<file path="src/rtl/grid_frame_renderer.sv">
// Incremental grid renderer: redraws only the cells whose object code changed since
// the last drawn frame, as RGB565 squares over an 8080-style 8-bit LCD write bus.
module grid_frame_renderer #(
  parameter int unsigned GRID_W    = 16,
  parameter int unsigned GRID_H    = 16,
  parameter int unsigned CELL_PX   = 8,
  parameter int unsigned X_OFFSET  = 0,
  parameter int unsigned Y_OFFSET  = 0,
  parameter int unsigned WR_CYCLES = 1
) (
  input  logic                      clk,
  input  logic                      nrst,
  input  logic                      start,
  input  logic                      full_redraw,
  input  logic [2:0]                obj_code,
  output logic [$clog2(GRID_W)-1:0] x,
  output logic [$clog2(GRID_H)-1:0] y,
  output logic                      busy,
  output logic                      frame_done,
  output logic                      dcx,
  output logic                      wr,
  output logic [7:0]                D
);

  localparam int unsigned XW      = $clog2(GRID_W);
  localparam int unsigned YW      = $clog2(GRID_H);
  localparam int unsigned CELLS   = GRID_W * GRID_H;
  localparam int unsigned IDX_W   = $clog2(CELLS);
  localparam int unsigned NPIX    = CELL_PX * CELL_PX;
  localparam int unsigned PW      = $clog2(NPIX + 1);
  localparam int unsigned PH_W    = $clog2(2 * WR_CYCLES);
  localparam int unsigned HDR_LEN = 11;

  // The raster advance ("NEXT") is folded into the COMPARE/SEND exit edge,
  // so it shares its cycle with the following LOOKUP.
  typedef enum logic [2:0] {
    S_IDLE,
    S_LOOKUP,
    S_COMPARE,
    S_SEND,
    S_DONE
  } state_t;

  state_t           state, state_n;
  logic [XW-1:0]    x_n;
  logic [YW-1:0]    y_n;
  logic             busy_n, frame_done_n, dcx_n, wr_n;
  logic [7:0]       d_n;
  logic             valid, valid_n;
  logic             force_q, force_n;
  logic [2:0]       code_q, code_n;
  logic [3:0]       hdr, hdr_n;
  logic             in_pix, in_pix_n;
  logic [PW-1:0]    pix, pix_n;
  logic             lo, lo_n;
  logic [PH_W-1:0]  ph, ph_n;

  logic [2:0]       shadow [CELLS];
  logic [IDX_W-1:0] idx;
  logic             shadow_we;
  logic [15:0]      xs, xe, ys, ye, color;
  logic             last_cell, last_byte, adv, load_byte;

  assign idx = IDX_W'(32'(y) * GRID_W + 32'(x));
  assign xs  = 16'(X_OFFSET + 32'(x) * CELL_PX);
  assign xe  = 16'(X_OFFSET + 32'(x) * CELL_PX + CELL_PX - 1);
  assign ys  = 16'(Y_OFFSET + 32'(y) * CELL_PX);
  assign ye  = 16'(Y_OFFSET + 32'(y) * CELL_PX + CELL_PX - 1);

  assign last_cell = (x == XW'(GRID_W - 1)) && (y == YW'(GRID_H - 1));
  assign last_byte = in_pix && lo && (pix == PW'(NPIX - 1));

  // Object code to RGB565 colour
  always_comb begin
    case (code_q)
      3'd0:    color = 16'h0000;
      3'd1:    color = 16'h07E0;
      3'd2:    color = 16'hFFE0;
      3'd3:    color = 16'hF800;
      3'd4:    color = 16'hFFFF;
      default: color = 16'h001F;
    endcase
  end

  // {dcx, byte} for a position in the cell sequence: 11 window bytes, then pixels hi/lo
  function automatic logic [8:0] cell_byte(input logic [3:0]  h,
                                           input logic        p,
                                           input logic        l,
                                           input logic [15:0] xs_i,
                                           input logic [15:0] xe_i,
                                           input logic [15:0] ys_i,
                                           input logic [15:0] ye_i,
                                           input logic [15:0] col);
    logic [8:0] b;
    b = {1'b1, (l ? col[7:0] : col[15:8])};
    if (!p) begin
      case (h)
        4'd0:    b = {1'b0, 8'h2A};
        4'd1:    b = {1'b1, xs_i[15:8]};
        4'd2:    b = {1'b1, xs_i[7:0]};
        4'd3:    b = {1'b1, xe_i[15:8]};
        4'd4:    b = {1'b1, xe_i[7:0]};
        4'd5:    b = {1'b0, 8'h2B};
        4'd6:    b = {1'b1, ys_i[15:8]};
        4'd7:    b = {1'b1, ys_i[7:0]};
        4'd8:    b = {1'b1, ye_i[15:8]};
        4'd9:    b = {1'b1, ye_i[7:0]};
        default: b = {1'b0, 8'h2C};
      endcase
    end
    return b;
  endfunction

  // Next-state and next-output logic
  always_comb begin
    state_n      = state;
    x_n          = x;
    y_n          = y;
    busy_n       = busy;
    frame_done_n = 1'b0;
    dcx_n        = dcx;
    wr_n         = wr;
    d_n          = D;
    valid_n      = valid;
    force_n      = force_q;
    code_n       = code_q;
    hdr_n        = hdr;
    in_pix_n     = in_pix;
    pix_n        = pix;
    lo_n         = lo;
    ph_n         = ph;
    shadow_we    = 1'b0;
    adv          = 1'b0;
    load_byte    = 1'b0;

    case (state)
      S_IDLE: begin
        if (start) begin
          state_n = S_LOOKUP;
          force_n = full_redraw | ~valid;
          x_n     = '0;
          y_n     = '0;
          busy_n  = 1'b1;
        end
      end
      S_LOOKUP: state_n = S_COMPARE;
      S_COMPARE: begin
        code_n = obj_code;
        if (force_q || (obj_code != shadow[idx])) begin
          state_n   = S_SEND;
          hdr_n     = '0;
          in_pix_n  = 1'b0;
          pix_n     = '0;
          lo_n      = 1'b0;
          ph_n      = '0;
          load_byte = 1'b1;
        end else begin
          adv = 1'b1;
        end
      end
      S_SEND: begin
        if (ph == PH_W'(2 * WR_CYCLES - 1)) begin
          if (last_byte) begin
            shadow_we = 1'b1;
            adv       = 1'b1;
          end else begin
            ph_n      = '0;
            load_byte = 1'b1;
            if (!in_pix) begin
              if (hdr == 4'(HDR_LEN - 1)) in_pix_n = 1'b1;
              else                         hdr_n    = hdr + 4'd1;
            end else begin
              lo_n = ~lo;
              if (lo) pix_n = pix + PW'(1);
            end
          end
        end else begin
          ph_n = ph + PH_W'(1);
          if (ph == PH_W'(WR_CYCLES - 1)) wr_n = 1'b1;
        end
      end
      S_DONE: begin
        state_n = S_IDLE;
        busy_n  = 1'b0;
        valid_n = 1'b1;
      end
      default: state_n = S_IDLE;
    endcase

    if (adv) begin
      if (last_cell) begin
        state_n      = S_DONE;
        frame_done_n = 1'b1;
      end else begin
        state_n = S_LOOKUP;
        if (x == XW'(GRID_W - 1)) begin
          x_n = '0;
          y_n = y + YW'(1);
        end else begin
          x_n = x + XW'(1);
        end
      end
    end

    // A new byte is presented on the same cycle wr falls
    if (load_byte) begin
      wr_n           = 1'b0;
      {dcx_n, d_n}   = cell_byte(hdr_n, in_pix_n, lo_n, xs, xe, ys, ye, color);
    end
  end

  // State and output registers
  always_ff @(posedge clk) begin
    if (!nrst) begin
      state      <= S_IDLE;
      x          <= '0;
      y          <= '0;
      busy       <= 1'b0;
      frame_done <= 1'b0;
      dcx        <= 1'b1;
      wr         <= 1'b1;
      D          <= 8'h00;
      valid      <= 1'b0;
      force_q    <= 1'b0;
      code_q     <= '0;
      hdr        <= '0;
      in_pix     <= 1'b0;
      pix        <= '0;
      lo         <= 1'b0;
      ph         <= '0;
    end else begin
      state      <= state_n;
      x          <= x_n;
      y          <= y_n;
      busy       <= busy_n;
      frame_done <= frame_done_n;
      dcx        <= dcx_n;
      wr         <= wr_n;
      D          <= d_n;
      valid      <= valid_n;
      force_q    <= force_n;
      code_q     <= code_n;
      hdr        <= hdr_n;
      in_pix     <= in_pix_n;
      pix        <= pix_n;
      lo         <= lo_n;
      ph         <= ph_n;
    end
  end

  // Shadow keeps its contents through reset; the valid flag decides whether it is trusted
  always_ff @(posedge clk) begin
    if (nrst && shadow_we) shadow[idx] <= code_q;
  end

endmodule

</file>
<file path="config.mk">
export PLATFORM = sky130hd
export DESIGN_NAME = grid_frame_renderer
export DESIGN_NICKNAME = d
export VERILOG_FILES = /design/src/rtl/grid_frame_renderer.sv
export SDC_FILE = /design/constraint.sdc
export NUM_CORES = 1
export LEC_CHECK = 0
export ABC_AREA = 0
export CELL_PAD_IN_SITES_DETAIL_PLACEMENT = 1
export CELL_PAD_IN_SITES_GLOBAL_PLACEMENT = 2
export CORE_UTILIZATION = 38
export CTS_CLUSTER_DIAMETER = 50
export CTS_CLUSTER_SIZE = 10
export DETAILED_ROUTE_END_ITERATION = 7
export GPL_TIMING_DRIVEN = 1
export MAX_ROUTING_LAYER = met4
export PLACE_DENSITY = 0.62
export RECOVER_POWER = 100
export SLEW_MARGIN = 10
export SYNTH_ARGS = -nofsm -noshare
export SYNTH_HDL_FRONTEND = slang
export SYNTH_SLANG_ARGS = --single-unit
</file>
<file path="constraint.sdc">
create_clock -name clk -period 13.2 [get_ports clk]
set_input_delay 2.64 -clock clk [delete_from_list [all_inputs] [get_ports clk]]
set_output_delay 2.64 -clock clk [all_outputs]
set_load 0.1 [all_outputs]
</file>
# Word level (Yosys, flattened, before mapping)
# Memories as Yosys holds them, arrays and structs flattened.
# Cells that the tools add are included.
[op_classes]
add_sub_neg = 10
n_eq_ne = 32
n_mux = 62
bitwise = 3
reduce_logical = 19
[op_table]
columns = ["operator", "count"]
rows = [
  ["$pmux W9 S9", 1],
  ["$pmux W16 S5", 1],
  ["$mux W4", 15],
  ["$mux W7", 5],
  ["$mux W1", 25],
  ["$eq A4 B4 Y1 const B", 5],
  ["$sub A8 B1 Y9 const B", 2],
  ["$add A7 B4 Y8 const B", 2],
  ["$eq A4 B3 Y1 const B", 4],
  ["$ne A2 B2 Y1 const B", 7],
  ["$pmux W7 S2", 1],
  ["$add A4 B1 Y4 const B", 3],
  ["$eq A3 B2 Y1 const B", 4],
  ["$mux W3", 4],
  ["$pmux W1 S2", 6],
  ["$pmux W3 S4", 1],
  ["$reduce_and A2 Y1", 5],
  ["$mux W9", 1],
  ["$add A8 B4 Y8", 1],
  ["$eq A4 B2 Y1 const B", 2],
  ["$mux W8", 1],
  ["$pmux W4 S2", 1],
  ["$add A7 B1 Y7 const B", 1],
  ["$eq A7 B6 Y1 const B", 1],
  ["17 further kinds", 27],
]
[totals]
ff_bits = 42
mem_bits_rw = 768
inputBits = 7
word_cells = 143
memories = 1
[mem_list]
columns = ["memory", "words", "width", "rd", "rd_ports_with_merged_regs", "wr", "line", "source"]
rows = [
  ["shadow", 256, 3, 1, 0, 1, "58", "logic [2:0] shadow [CELLS];"],
]

# Longest topological paths before layout
# Gate-level depths: netlist (run 1).
[depth]
word_depth = 10
mapped_depth = 19
ltp_nobuf = 13

# Worst setup path before layout (run 1)
# Ideal clock, no wire load.
[synth_path]
kind = "reg-to-reg"
start = "reg code_q[1]"
end = "reg D[2]"
setup_ps = 119
arrival_time_ps = 4785
setup_slack_ps = 8296
stages_incl_launch_ff = 6
n_path_buf = 0
period_less_slack_ps = 4904
path_cell_list = "dfxtp_1 -> nor2_1 -> o21ai_0 -> a21oi_1 -> or3_1 -> a32o_1"
[synth_via]
elab_chain_len = 4
word_cells_on_any_way = 8
[synth_lines]
columns = ["element", "line", "source"]
rows = [
  ["start: declaration", "51", "logic [2:0] code_q, code_n;"],
  ["start signal: assignment", "242", "code_q <= code_n;"],
  ["$eq A3 B3 Y1, or another cell as far along", "75", "case (code_q)"],
  ["$pmux W16 S5 (*)", "75", ""],
  ["$mux W8 (*)", "95", "b = {1'b1, (l ? col[7:0] : col[15:8])};"],
  ["$mux W9 (*)", "96", "if (!p) begin"],
  ["end signal: assignment", "239", "D <= d_n;"],
  ["end: declaration", "22", "output logic [7:0] D"],
]
# Every way passes the cells marked *; elsewhere a longest branch is shown, timed or not.
# A chain may end at the register's enable or synchronous reset.

# Worst setup path after layout (run 1)
[layout_path]
start = "reg x[0]"
end = "reg D[5]"
[layout_via]
elab_chain_len = 10
word_cells_on_any_way = 28
[layout_lines]
columns = ["element", "line", "source"]
rows = [
  ["start: declaration", "16", "output logic [$clog2(GRID_W)-1:0] x,"],
  ["start signal: assignment", "233", "x <= x_n;"],
  ["$add A8 B4 Y8", "64", "assign idx = IDX_W'(32'(y) * GRID_W + 32'(x));"],
  ["$mem_v2 Z256 W3", "-", ""],
  ["$ne A3 B3 Y1", "149", "if (force_q || (obj_code != shadow[idx])) begin"],
  ["$logic_or A1 B1 Y1", "149", ""],
  ["$mux W4", "149", ""],
  ["$pmux W4 S2", "136", "case (state)"],
  ["$eq A4 B3 Y1 / $eq A4 B1 Y1 (equally long branches)", "97", "case (h)"],
  ["$reduce_or A2 Y1 (no source line)", "-", ""],
  ["$pmux W9 S9", "97", ""],
  ["$mux W9", "96", ""],
]
# Parallel ways exist; a longest one is shown, timed or not.

==> results of run 1 <==
[state kept, by name, summed over array words and instances, names as in the netlist, 3 cells and up]
register	count
pix	7
shadow	768
state	3
hdr	4
D	8
code_q	3
x	4
y	4
[metal layers]
metal / vias to the layer above / GRT usage [%] / wire length, µm
li1: 7981 / - / -
met1: 9911 / 31.2 / 43500
met2: 627 / 35.7 / 46800
met3: 177 / 4.65 / 6360
met4: 0 / 8.13 / 3090
met5: - / - / 0
[kinds of logic after synthesis]
| group | count (synthesis) | share of synthesized area [%] |
|---|---|---|
| mux | 260 | 13.3 |
| compound gates | 232 | 4.93 |
| flops | 810 | 71.9 |
| simple gates | 539 | 7.06 |
| buf+inv | 138 | 2.22 |
| xor+xnor | 8 | 0.211 |
| fa+ha+maj | 12 | 0.451 |
[power by group]
part | switching (mW) | internal [mW] | total [mW]
Sequential | 0.0174 | 2.82 | 2.84
Combinational | 0.0659 | 0.0174 | 0.0833
Clock | 1.05 | 1.51 | 2.56
Total | 1.14 | 4.35 | 5.49
[through the flow]
step	util [%]	area (µm²)	instances
finish	43.4	37600	3257
global route	43.3	37600	3256
CTS	43.4	37700	3256
detailed placement	39.9	34600	3093
global placement	39.9	34600	3093
floorplan	-	33300	1999
[cell type report]
| class | instances | area [µm²] | area share [%] |
|---|---|---|---|
| flip-flops and latches | 810 | 23900 | 63.6 |
| well taps | 1155 | 1450 | 3.84 |
| clock buffers | 126 | 2650 | 7.05 |
| diodes | 1 | 2.50 | 0.00665 |
| inverters | 16 | 60.1 | 0.160 |
| repair buffers | 61 | 509 | 1.35 |
| multi-input cells | 1051 | 8640 | 23.0 |
| clock inverters | 37 | 383 | 1.02 |
[path summary, 6_finish.rpt]
kind	from	end	slack [ps]	cells past startpoint
worst min register to register	D[0]$_SDFFE_PN0P_	D[0]$_SDFFE_PN0P_	460	2
worst max register to register	x[0]$_SDFF_PN0_	D[5]$_SDFFE_PN0P_	4640	12
worst min-delay path	D[0]$_SDFFE_PN0P_	D[0]$_SDFFE_PN0P_	460	2
worst max-delay path	x[0]$_SDFF_PN0_	D[5]$_SDFFE_PN0P_	4640	12
[worst max-delay path: stages, from the launching register on]
cell       delay, ps
dfxtp_4          770
clkbuf_1        2340
mux4_2           740
a2111oi_0        850
a221oi_1         280
a31oi_1          630
o2111ai_1        250
a31o_2           310
o21ai_0          970
nand2_1          580
o21ai_0          430
a221oi_1          90
o22ai_1          190
[cell usage after synthesis (9+ instances only)]
cell type,number
buf_6,12
dfxtp_1,42
buf_4,23
clkbuf_1,67
a21oi_1,41
nand2b_1,10
o22ai_1,30
inv_1,12
nor2_1,321
o21ai_0,25
nand2_1,92
edfxtp_1,768
buf_2,17
mux4_2,143
nor2b_1,11
a221oi_1,9
nor4_1,9
mux2_2,17
and3_1,9
nand3_1,22
a22oi_1,30
ha_1,12
a211oi_1,14
mux2i_1,99
nor3_1,16
==> qor.yml, run 1 <==
outcome: "complete, but fails checks"
violations: "capacitance limit, slew limit"
fin_nets: 2061
via_per_inst: 5.74
seq_area_frac_synth_pct: 71.9
ys_types: 80
postRouteAntennaNets: 0
skew_ps: 23.8
grt_pass1_wl_mm: 144
worstSetupEndpointType: "flop"
max_freq_ghz: 0.117
die-area_um2: 88700
fp.dieH_um: 298
dp_slack_ps: 6840
power_density_nw_per_um2: 146
areaGrowthSynthToFinish_pct: 13.1
via_count: 18700
core_um2: 86800
placementRows: 108
nFillCells: 8371
cts_hold_buf: 0
antenna_found_initial: 2
synth_ff_type: "edfxtp_1"
slew_headroom_pct: -196
start_kind: "flop"
synthArstFlopShare_pct: 0
timing.final.crit_share_pct: 64.9
wl_per_cell_um: 30.6
die_w_um: 298
setup_tns_ps: 0
ys_warn_count: 0
cts_tree: "built"
htreeDepth: 3
timing.final.max_slew_violations: 731
clockBufferDepth: 3
drive_gt1_share_pct: 17.1
p_total_mw: 5.49
setup_violations: 0
post_cts_buffers: 0
syn_nets: 2018
start_util_pct: 38.3
layout_common_cells: "edfxtp_1 (768), nor2_1 (321), mux4_2 (143), clkbuf_16 (102), mux2i_1 (99)"
cts_made_buffers: 102
syn_area_per_cell_um2: 16.6
tightest_slew_ps: 4440
drcViolationCount: 0
io_buffer_count: 26
ys_ff_latch: 810
grt_usage_pct: 23.4
ctsRootBufferMaster: "clkbuf_16"
synth_area_um2: 33300
path_max_fanout: 37
synth-edff-count: 768
worstPathRequired_ps: 13760
hold_violations: 0
grt_pass1_vias: 19800
detail_route.first_pass.iterations: 7
ios: 27
grt_max_degree: 109
worstPathArrival_ps: 9120
period_needed_ps: 8560
synthTopCellsByArea: "edfxtp_1 (69%), mux4_2 (9.7%), nor2_1 (3.6%)"
clkSinkCount: 810
totalWireLength_mm: 99.8
clk_latency_ps: 660
drt_iter0_markers: 1487
overflow: 0
synthCells: 1999
fin_ws_ps: 4640
place_congestion: 0.796
critPathKind: "flop to flop"
hold_class: "flop to flop"
rsz0062_at_grt: "false"
synth_top_area_share_pct: 69.3
cts_resized: 0
place_hpwl_mm: 59.4
synth_top_cell_by_area: "edfxtp_1"
clkTransAtPathRegs_ps: 50
ir_drop_uv: 85.9
holdWs_ps: 459
drv_cap: 9
p_leak_nw: 11.4
layout_commonest_cell: "edfxtp_1"
Note: power is estimated with default switching activity, not from simulation.
==> run 2, diff against run 1 <==
Clock period 13.2 ns to 8.34 ns, I/O delays scaled along.
==> qor.yml, run 2 (synthesized netlist as in run 1, its figures left out) <==
drt_iter0_markers: 1769
period_needed_ps: 7320
die_w_um: 298
grt_pass1_wl_mm: 146
clockBufferDepth: 3
slew_headroom_pct: -222
holdWs_ps: 468
top_regs: "shadow x768, D x8, pix x7"
via_count: 18800
hold_class: "flop to flop"
critical_path.top_delay_family: "compound AO/OA/AOI/OAI gates"
power_density_nw_per_um2: 237
layout_commonest_cell: "edfxtp_1"
max_stage_delay_ps: 1470
cp_cell_sequence: "clkbuf_1, nor2_1, a2111oi_0, a22o_1, nand4_1, a311o_1, o21ai_1, nand2_1, o21ai_0, a221oi_1, o22ai_1"
grt_pass1_vias: 19900
grt_util_met3_pct: 3.92
antenna_found_initial: 1
globalRoute.busiestLayer: "met2"
grt_usage_pct: 23.5
fp.dieH_um: 298
cpMaxStageDelayCell: "a2111oi_0"
timing.final.crit_share_pct: 87.8
cts_resized: 0
clkTransAtPathRegs_ps: 60
wl_per_cell_um: 30.6
p_leak_nw: 11.5
pwr-share-seq_pct: 49.8
setup_violations: 0
fin_util_pct: 43.8
core_um2: 86800
place_hpwl_mm: 60.2
drive_gt1_share_pct: 17.9
max_freq_ghz: 0.137
htreeDepth: 3
pwr-share-comb_pct: 1.6
p_sw_share_pct: 20.9
use_met1_pct: 31.9
overflow: 0
hold_violations: 0
fin_nets: 2070
worstPathRequired_ps: 8940
die-area_um2: 88700
path_max_fanout: 20
start_kind: "flop"
cts_tree: "built"
cp_num_buf_inv: 1
grt_util_met2_pct: 36.6
worstSetupEndpointType: "flop"
clkSinkCount: 810
outcome: "complete, but fails checks"
post_cts_buffers: 0
io_buffer_count: 26
drv_cap: 9
timing.final.max_slew_violations: 774
grt_max_degree: 230
placementRows: 108
p_total_mw: 9.00
detail_route.first_pass.iterations: 6
intPower_mw: 7.12
worstPathArrival_ps: 7920
clk_latency_ps: 690
largest_register: "shadow"
drcViolationCount: 0
cts_hold_buf: 0
stdcell_count: 3277
rsz0062_at_grt: "false"
postRouteAntennaNets: 0
layout_common_cells: "edfxtp_1 (768), nor2_1 (321), mux4_2 (143), clkbuf_16 (109), mux2i_1 (99)"
cts_made_buffers: 108
p_sw_mw: 1.88
totalWireLength_mm: 100
critPathKind: "flop to flop"
power_frac_clock_pct: 48.6
start_util_pct: 38.3
violations: "capacitance limit, slew limit"
ir_drop_uv: 161
place_congestion: 0.825
largest_reg_flops: 768
areaGrowthSynthToFinish_pct: 14.1
setup_tns_ps: 0
via_per_inst: 5.75
tightest_slew_ps: 4840
nFillCells: 8380
skew_ps: 34.7
placedCellCount: 3096
ios: 27
ctsRootBufferMaster: "clkbuf_16"
==> run 2: final timing paths <==
check                          start                    to  slack [ps]  cells past startpoint
setup / recovery     y[0]$_SDFF_PN0_     D[3]$_SDFFE_PN0P_        1020                     11
hold / removal    valid$_SDFFE_PN0P_  force_q$_SDFFE_PN0P_         470                      1
setup reg to reg     y[0]$_SDFF_PN0_     D[3]$_SDFFE_PN0P_        1020                     11
hold reg to reg   valid$_SDFFE_PN0P_  force_q$_SDFFE_PN0P_         470                      1
==> run 2: power by group through the flow <==
stage                     Clock (mW)  Sequential [mW]  Combinational (mW)
final                           4.37             4.48               0.143
after global routing            4.60             4.48               0.154
after CTS                       4.46             4.47               0.149
after detailed placement           0             4.55               0.149
after global placement             0             4.55               0.144
after floorplan                    0             4.61              0.0439
==> run 2: per-layer routing <==
metal / routed length (µm) / share of wire, % / vias to the layer above
met2: 47800 / 48 / 647
met3: 6130 / 6.1 / 153
met5: 0 / 0 / -
met1: 44100 / 44 / 10000
met4: 2440 / 2.4 / 0
li1: - / - / 8021
==> run 2: final cells by class <==
type                            instances  area [µm²]  share of cell area (%)
Antenna cell                            1        2.50                 0.00659
Clock buffer                          132        2830                    7.46
Clock inverter                         48         515                    1.36
Inverter                               16        60.1                   0.158
Multi-Input combinational cell       1051        8650                    22.8
Sequential cell                       810       23900                    63.0
Tap cell                             1155        1450                    3.81
Timing Repair Buffer                   64         543                    1.43
==> run 2: metrics by stage <==
| step | setup WS [ps] | area (µm²) |
|---|---|---|
| 4_1_cts | 2150 | 38000 |
| 2_1_floorplan | 3440 | 33300 |
| 3_3_place_gp | 2250 | 34700 |
| 3_5_place_dp | 2180 | 34700 |
| 6_report | 1020 | 38000 |
| 5_1_grt | 1080 | 38000 |
==> run 2: worst reg2reg max path, stage by stage (launching register included) <==
cell and delay (ps):
dfxtp_1 1350, clkbuf_1 960, nor2_1 600, a2111oi_0 1470, a22o_1 440, nand4_1 140, a311o_1 480, o21ai_1 670
nand2_1 440, o21ai_0 350, a221oi_1 90, o22ai_1 240
